$ cat src/rtl/uart_tx_arbiter.sv
`default_nettype none
// ============================================================================
//  Module      : uart_tx_arbiter
//  Description : Round-robin arbiter that shares one UART_TX among N_REQ
//                byte-stream requesters, one packet per grant.
//  Revision    : 1.0 - initial release
// ============================================================================
module uart_tx_arbiter #(
    parameter int N_REQ       = 4,
    parameter int DATA_WIDTH  = 8,
    parameter int CMD_PKT_LEN = 16,
    parameter int TIMEOUT_CYC = 15
) (
    input  logic                        uart_clk,
    input  logic                        rst_n,
    input  logic [N_REQ-1:0]            req,
    input  logic [N_REQ*DATA_WIDTH-1:0] req_data,
    input  logic [N_REQ-1:0]            req_last,
    output logic [N_REQ-1:0]            ack,
    output logic [N_REQ-1:0]            grant,
    output logic                        tx_en,
    output logic [DATA_WIDTH-1:0]       tx_in,
    input  logic                        tx_done,
    output logic                        busy,
    output logic                        trunc,
    output logic                        timeout
);

    localparam int c_idx_w = $clog2(N_REQ);
    localparam int c_sum_w = c_idx_w + 1;
    localparam int c_cnt_w = $clog2(CMD_PKT_LEN + 1);
    localparam int c_wd_w  = $clog2(TIMEOUT_CYC);

    localparam logic [c_cnt_w-1:0] c_pkt_max  = c_cnt_w'(CMD_PKT_LEN);
    localparam logic [c_wd_w-1:0]  c_wd_last  = c_wd_w'(TIMEOUT_CYC - 1);
    localparam logic [c_idx_w-1:0] c_idx_last = c_idx_w'(N_REQ - 1);
    localparam logic [c_sum_w-1:0] c_n_req    = c_sum_w'(N_REQ);
    localparam logic [N_REQ-1:0]   c_one      = N_REQ'(1);

    typedef enum logic [1:0] {
        ST_IDLE = 2'd0,
        ST_LOAD = 2'd1,
        ST_WAIT = 2'd2,
        ST_GAP  = 2'd3
    } state_t;

    state_t               r_state;
    logic [c_idx_w-1:0]   r_rr_ptr;
    logic [c_idx_w-1:0]   r_owner;
    logic [c_cnt_w-1:0]   r_byte_cnt;
    logic [c_wd_w-1:0]    r_wd_cnt;
    logic                 r_last;

    logic [DATA_WIDTH-1:0] w_req_byte [N_REQ];
    logic                  w_win_found;
    logic [c_idx_w-1:0]    w_win_idx;
    logic [c_sum_w-1:0]    w_sum;
    logic [c_idx_w-1:0]    w_next_ptr;

    generate
        for (genvar gi = 0; gi < N_REQ; gi++) begin : g_unpack
            assign w_req_byte[gi] = req_data[gi*DATA_WIDTH +: DATA_WIDTH];
        end
    endgenerate

    // First asserted request in the order rr_ptr, rr_ptr+1, ... modulo N_REQ
    always_comb begin
        w_win_found = 1'b0;
        w_win_idx   = '0;
        w_sum       = '0;
        for (int k = 0; k < N_REQ; k++) begin
            w_sum = {1'b0, r_rr_ptr} + c_sum_w'(k);
            if (w_sum >= c_n_req) begin
                w_sum = w_sum - c_n_req;
            end
            if (!w_win_found && req[w_sum[c_idx_w-1:0]]) begin
                w_win_found = 1'b1;
                w_win_idx   = w_sum[c_idx_w-1:0];
            end
        end
    end

    assign w_next_ptr = (r_owner == c_idx_last) ? '0 : r_owner + 1'b1;

    always_ff @(posedge uart_clk or negedge rst_n) begin
        if (!rst_n) begin
            r_state    <= ST_IDLE;
            r_rr_ptr   <= '0;
            r_owner    <= '0;
            r_byte_cnt <= '0;
            r_wd_cnt   <= '0;
            r_last     <= 1'b0;
            ack        <= '0;
            grant      <= '0;
            tx_en      <= 1'b0;
            tx_in      <= '0;
            busy       <= 1'b0;
            trunc      <= 1'b0;
            timeout    <= 1'b0;
        end else begin
            ack     <= '0;
            tx_en   <= 1'b0;
            trunc   <= 1'b0;
            timeout <= 1'b0;
            case (r_state)
                ST_IDLE: begin
                    if (w_win_found) begin
                        grant   <= c_one << w_win_idx;
                        r_owner <= w_win_idx;
                        busy    <= 1'b1;
                        r_state <= ST_LOAD;
                    end
                end
                ST_LOAD: begin
                    tx_en      <= 1'b1;
                    tx_in      <= w_req_byte[r_owner];
                    ack        <= grant;
                    r_last     <= req_last[r_owner];
                    r_byte_cnt <= r_byte_cnt + 1'b1;
                    r_wd_cnt   <= '0;
                    r_state    <= ST_WAIT;
                end
                ST_WAIT: begin
                    if (tx_done) begin
                        r_state <= ST_GAP;
                    end else if (r_wd_cnt == c_wd_last) begin
                        timeout    <= 1'b1;
                        grant      <= '0;
                        r_byte_cnt <= '0;
                        r_rr_ptr   <= w_next_ptr;
                        busy       <= 1'b0;
                        r_state    <= ST_IDLE;
                    end else begin
                        r_wd_cnt <= r_wd_cnt + 1'b1;
                    end
                end
                ST_GAP: begin
                    // The owner keeps the transmitter only if its next byte is already waiting
                    if (req[r_owner] && !r_last && (r_byte_cnt < c_pkt_max)) begin
                        r_state <= ST_LOAD;
                    end else begin
                        trunc      <= (r_byte_cnt == c_pkt_max) && !r_last;
                        grant      <= '0;
                        r_byte_cnt <= '0;
                        r_rr_ptr   <= w_next_ptr;
                        busy       <= 1'b0;
                        r_state    <= ST_IDLE;
                    end
                end
                default: begin
                    r_state <= ST_IDLE;
                end
            endcase
        end
    end

endmodule
`default_nettype wire

$ cat config.mk
export PLATFORM = sky130hd
export DESIGN_NAME = uart_tx_arbiter
export DESIGN_NICKNAME = d
export VERILOG_FILES = /design/src/rtl/uart_tx_arbiter.sv
export SDC_FILE = /design/constraint.sdc
export NUM_CORES = 1
export LEC_CHECK = 0
export ABC_AREA = 1
export ABC_CLOCK_PERIOD_IN_PS = 1840
export CAP_MARGIN = 10
export CORE_ASPECT_RATIO = 0.75
export CORE_MARGIN = 2
export CORE_UTILIZATION = 47
export DETAILED_ROUTE_END_ITERATION = 10
export HOLD_SLACK_MARGIN = 0.1
export PLACE_DENSITY = 0.78
export RECOVER_POWER = 25
export SYNTH_ARGS = -nofsm -noshare
export SYNTH_HDL_FRONTEND = slang
export SYNTH_SLANG_ARGS = --single-unit
$ cat constraint.sdc
create_clock -name uart_clk -period 1.84 [get_ports uart_clk]
set_input_delay 0.552 -clock uart_clk [delete_from_list [all_inputs] [get_ports uart_clk]]
set_output_delay 0.552 -clock uart_clk [all_outputs]
set_load 0.01 [all_outputs]
==> impl_metrics.toml <==
[layout]
num_antenna_cells = 0
mostFrequentLayoutCell = "nand2_1"
layout.nets = 412
stdcell_count = 420
utilization_pct = 70.66
layout-drive-gt1-share_pct = 10.41
syn_to_final_growth_pct = 40.99
mostFrequentLayoutCells = "69 x nand2_1, 65 x nor2_1, 57 x clkdlybuf4s50_1, 36 x dfrtp_1, 26 x o21ai_0"
final_area_sq_mm = 0.002935

[floorplanning]
die_w_um = 80.85
rows = 20
dieArea_sq_mm = 0.004984
start_util_pct = 50.12
io_pins = 63
core_sq_mm = 0.004154
fp.dieH_um = 61.64

[logic_synthesis]
syn_area_sq_mm = 0.002082
yosysTopAreaCell = "dfrtp_1"
yosys_warnings = 0
netlist_instances = 293
synthXorXnorAreaFrac_pct = 1.262
yosysUniqueCellTypes = 23
synth_top_family_by_area = "simple AND/OR/NAND/NOR gates"
synth.area.top_cells = "dfrtp_1 43%, nand2_1 13%, nor2_1 12%, o21ai_0 6.3%, inv_1 4.7%"
synthesis.nets = 341
seq_area_frac_synth_pct = 43.27
synth_adder_area_share_pct = 3.005
synth_compound_area_share_pct = 10.70
yosysTopAreaCellShare_pct = 43.27
synthMuxAreaShare_pct = 0
yosys.area_share.simple_pct = 34.13
synth_area_per_cell_sq_um = 7.106
synth_seq_cells = 36

[global_routing]
grt_pass1_wl_mm = 8.452
grt_pass1_vias = 1883
track_usage_pct = 22.23
grt_remaining_overflow = 0
grt_max_degree = 33
antenna_found_initial = 0

[worst_setup_path]
timing.critical_path.buf_inv = 1
path_max_fanout = 3
critPathKind = "flip-flop to primary output"
r2r_setup_slack_ns = 0.19
critPathSlowestCell = "clkdlybuf4s50_1"
cp-start-kind = "flip-flop"
slowest_delay_ns = 0.55
reg2reg_depth = 12
timing.rr.end = "grant[3]"
cp-end-kind = "primary output"
crit_chain = "clkdlybuf4s50_1"
required_ns = 1.29
critPathTopFamily = "buffers and inverters"
crit_arrival_ns = 1.21
crit-reg2reg-launch = "r_rr_ptr[1]"

[routing]
drtPass1Iterations = 4
vias = 2076
wirelength_mm = 5.065
vias_per_cell = 4.943
wl_per_cell_um = 12.06
drtIter0Drc = 117
ant_nets = 0
drc = 0

[timing]
finalHoldViolations = 0
tns_ns = 0
setup_viol = 0
fin_crit_sh_pct = 95.79
timing.final.ws_setup_ns = 0.07747
post-route-min-period_ns = 1.763
slew-limit-headroom_pct = 53.03
slew_viol_final = 0
max_freq_mhz = 567.4
finClkSkew_ns = 0.005814
rsz0062_at_grt = "false"
tightest_slew_ns = 0.7046

[cts]
cts_buffers = 5
cts.path.max_buffers = 2
clkTransAtPathRegs_ns = 0.07
cts_tree = "yes"
clkLatencyLatePin_ns = 0.29
root_buffer = "clkbuf_8"
clock-sinks = 36
htreeDepth = 2
cts_setup_buffers = 0

[pwr]
p_leak_nw = 1.452
power.density_mw_per_mm2 = 1565
vdd_ir_drop_max_uv = 781.9

[placed_design]
place_inst = 411
post-place-ws_ns = -0.2709
gp_congestion = 0.8301
postPlaceCellArea_sq_mm = 0.002804
dp_hpwl_mm = 3.867
placement.io_buffers = 62

[worst_hold_path]
whs_endpoint = "trunc"
hold_class = "flip-flop to flip-flop"
min_from = "r_last"
worstHoldPathCells = 1

[run_status]
status = "complete, no violations"

[flow_run]
maxCapViolCount = 0
[cell usage after synthesis]
cell type / n
nor2_1: 66
nor2_4: 1
a21oi_1: 4
o21ai_0: 26
xor2_1: 3
nand3b_1: 1
nand2_2: 5
nand2_1: 71
dfrtp_1: 36
clkbuf_1: 6
a31oi_1: 10
inv_2: 3
nand3_1: 18
nor3_1: 2
o21ai_1: 2
nor3_4: 1
inv_1: 26
nand3b_2: 1
buf_6: 2
buf_2: 1
ha_1: 5
nand4_1: 2
or2_2: 1
[stage by stage]
stage	hold WS [ns]	power, mW
after floorplan	0.2564	3.017
after CTS	0.4608	4.508
after detailed placement	0.3815	3.902
after global routing	0.4738	5.046
final	0.4604	4.593
after global placement	0.3774	3.844
[sequential cells by signal (all words and copies together) (netlist names)]
signal and flops:
timeout 1, r_byte_cnt 5, busy 1, grant 4
r_owner 2, r_wd_cnt 4, r_rr_ptr 2, ack 4
trunc 1, r_state 2, tx_en 1, r_last 1
tx_in 8
[timing repair]
item / in CTS / in global routing
gates resized for setup: 0 / 14
hold buffers: 1 / 0
endpoints found under the setup margin: 0 / 8
hold endpoints to repair: 4 / 0
[kinds of logic (layout without fill, tap and decap cells)]
logic type                 count (synthesis)  count (layout)
xor gates and xnor gates                   3               3
and+or+nand+nor                          169             169
AOI/OAI and AO/OA                         42              42
buffers and inverters                     38             110
adders and majority gates                  5               5
DFF                                       36              36
[how the worst max path moves through the flow]
stage | from | cells after the start | to | slack [ns]
floorplan | req[3] | 10 | grant[0] | 0.38
global placement | req[1] | 11 | grant[0] | -0.22
detailed placement | req[1] | 12 | grant[0] | -0.27
CTS | req[2] | 12 | grant[3] | 0.02
global route | rst_n | 3 | r_wd_cnt[2] | 0.02
finish | grant[3] | 1 | grant[3] | 0.08
[power breakdown]
group          switching [mW]  leakage [nW]  internal, mW
registers               0.228         0.453          1.08
clock network           0.276        0.0510         0.299
logic                    1.59         0.948          1.12
[metal layers]
metal	part of all wire [%]	track usage, %
met1	48	30.88
met2	46	35.66
met3	3.7	4.839
met4	1.6	6.295
met5	0	0
[area by class of cell]
class                   instances  area, sq um
fillers                       346         1219
multi-input cells             219         1057
clock inverters                 2        10.01
clock buffers                   6        82.58
repair buffers                 73        706.9
well taps                      55        68.82
inverters                      29        108.9
flip-flops and latches         36        900.9
Note: power is estimated with default switching activity, not from simulation.
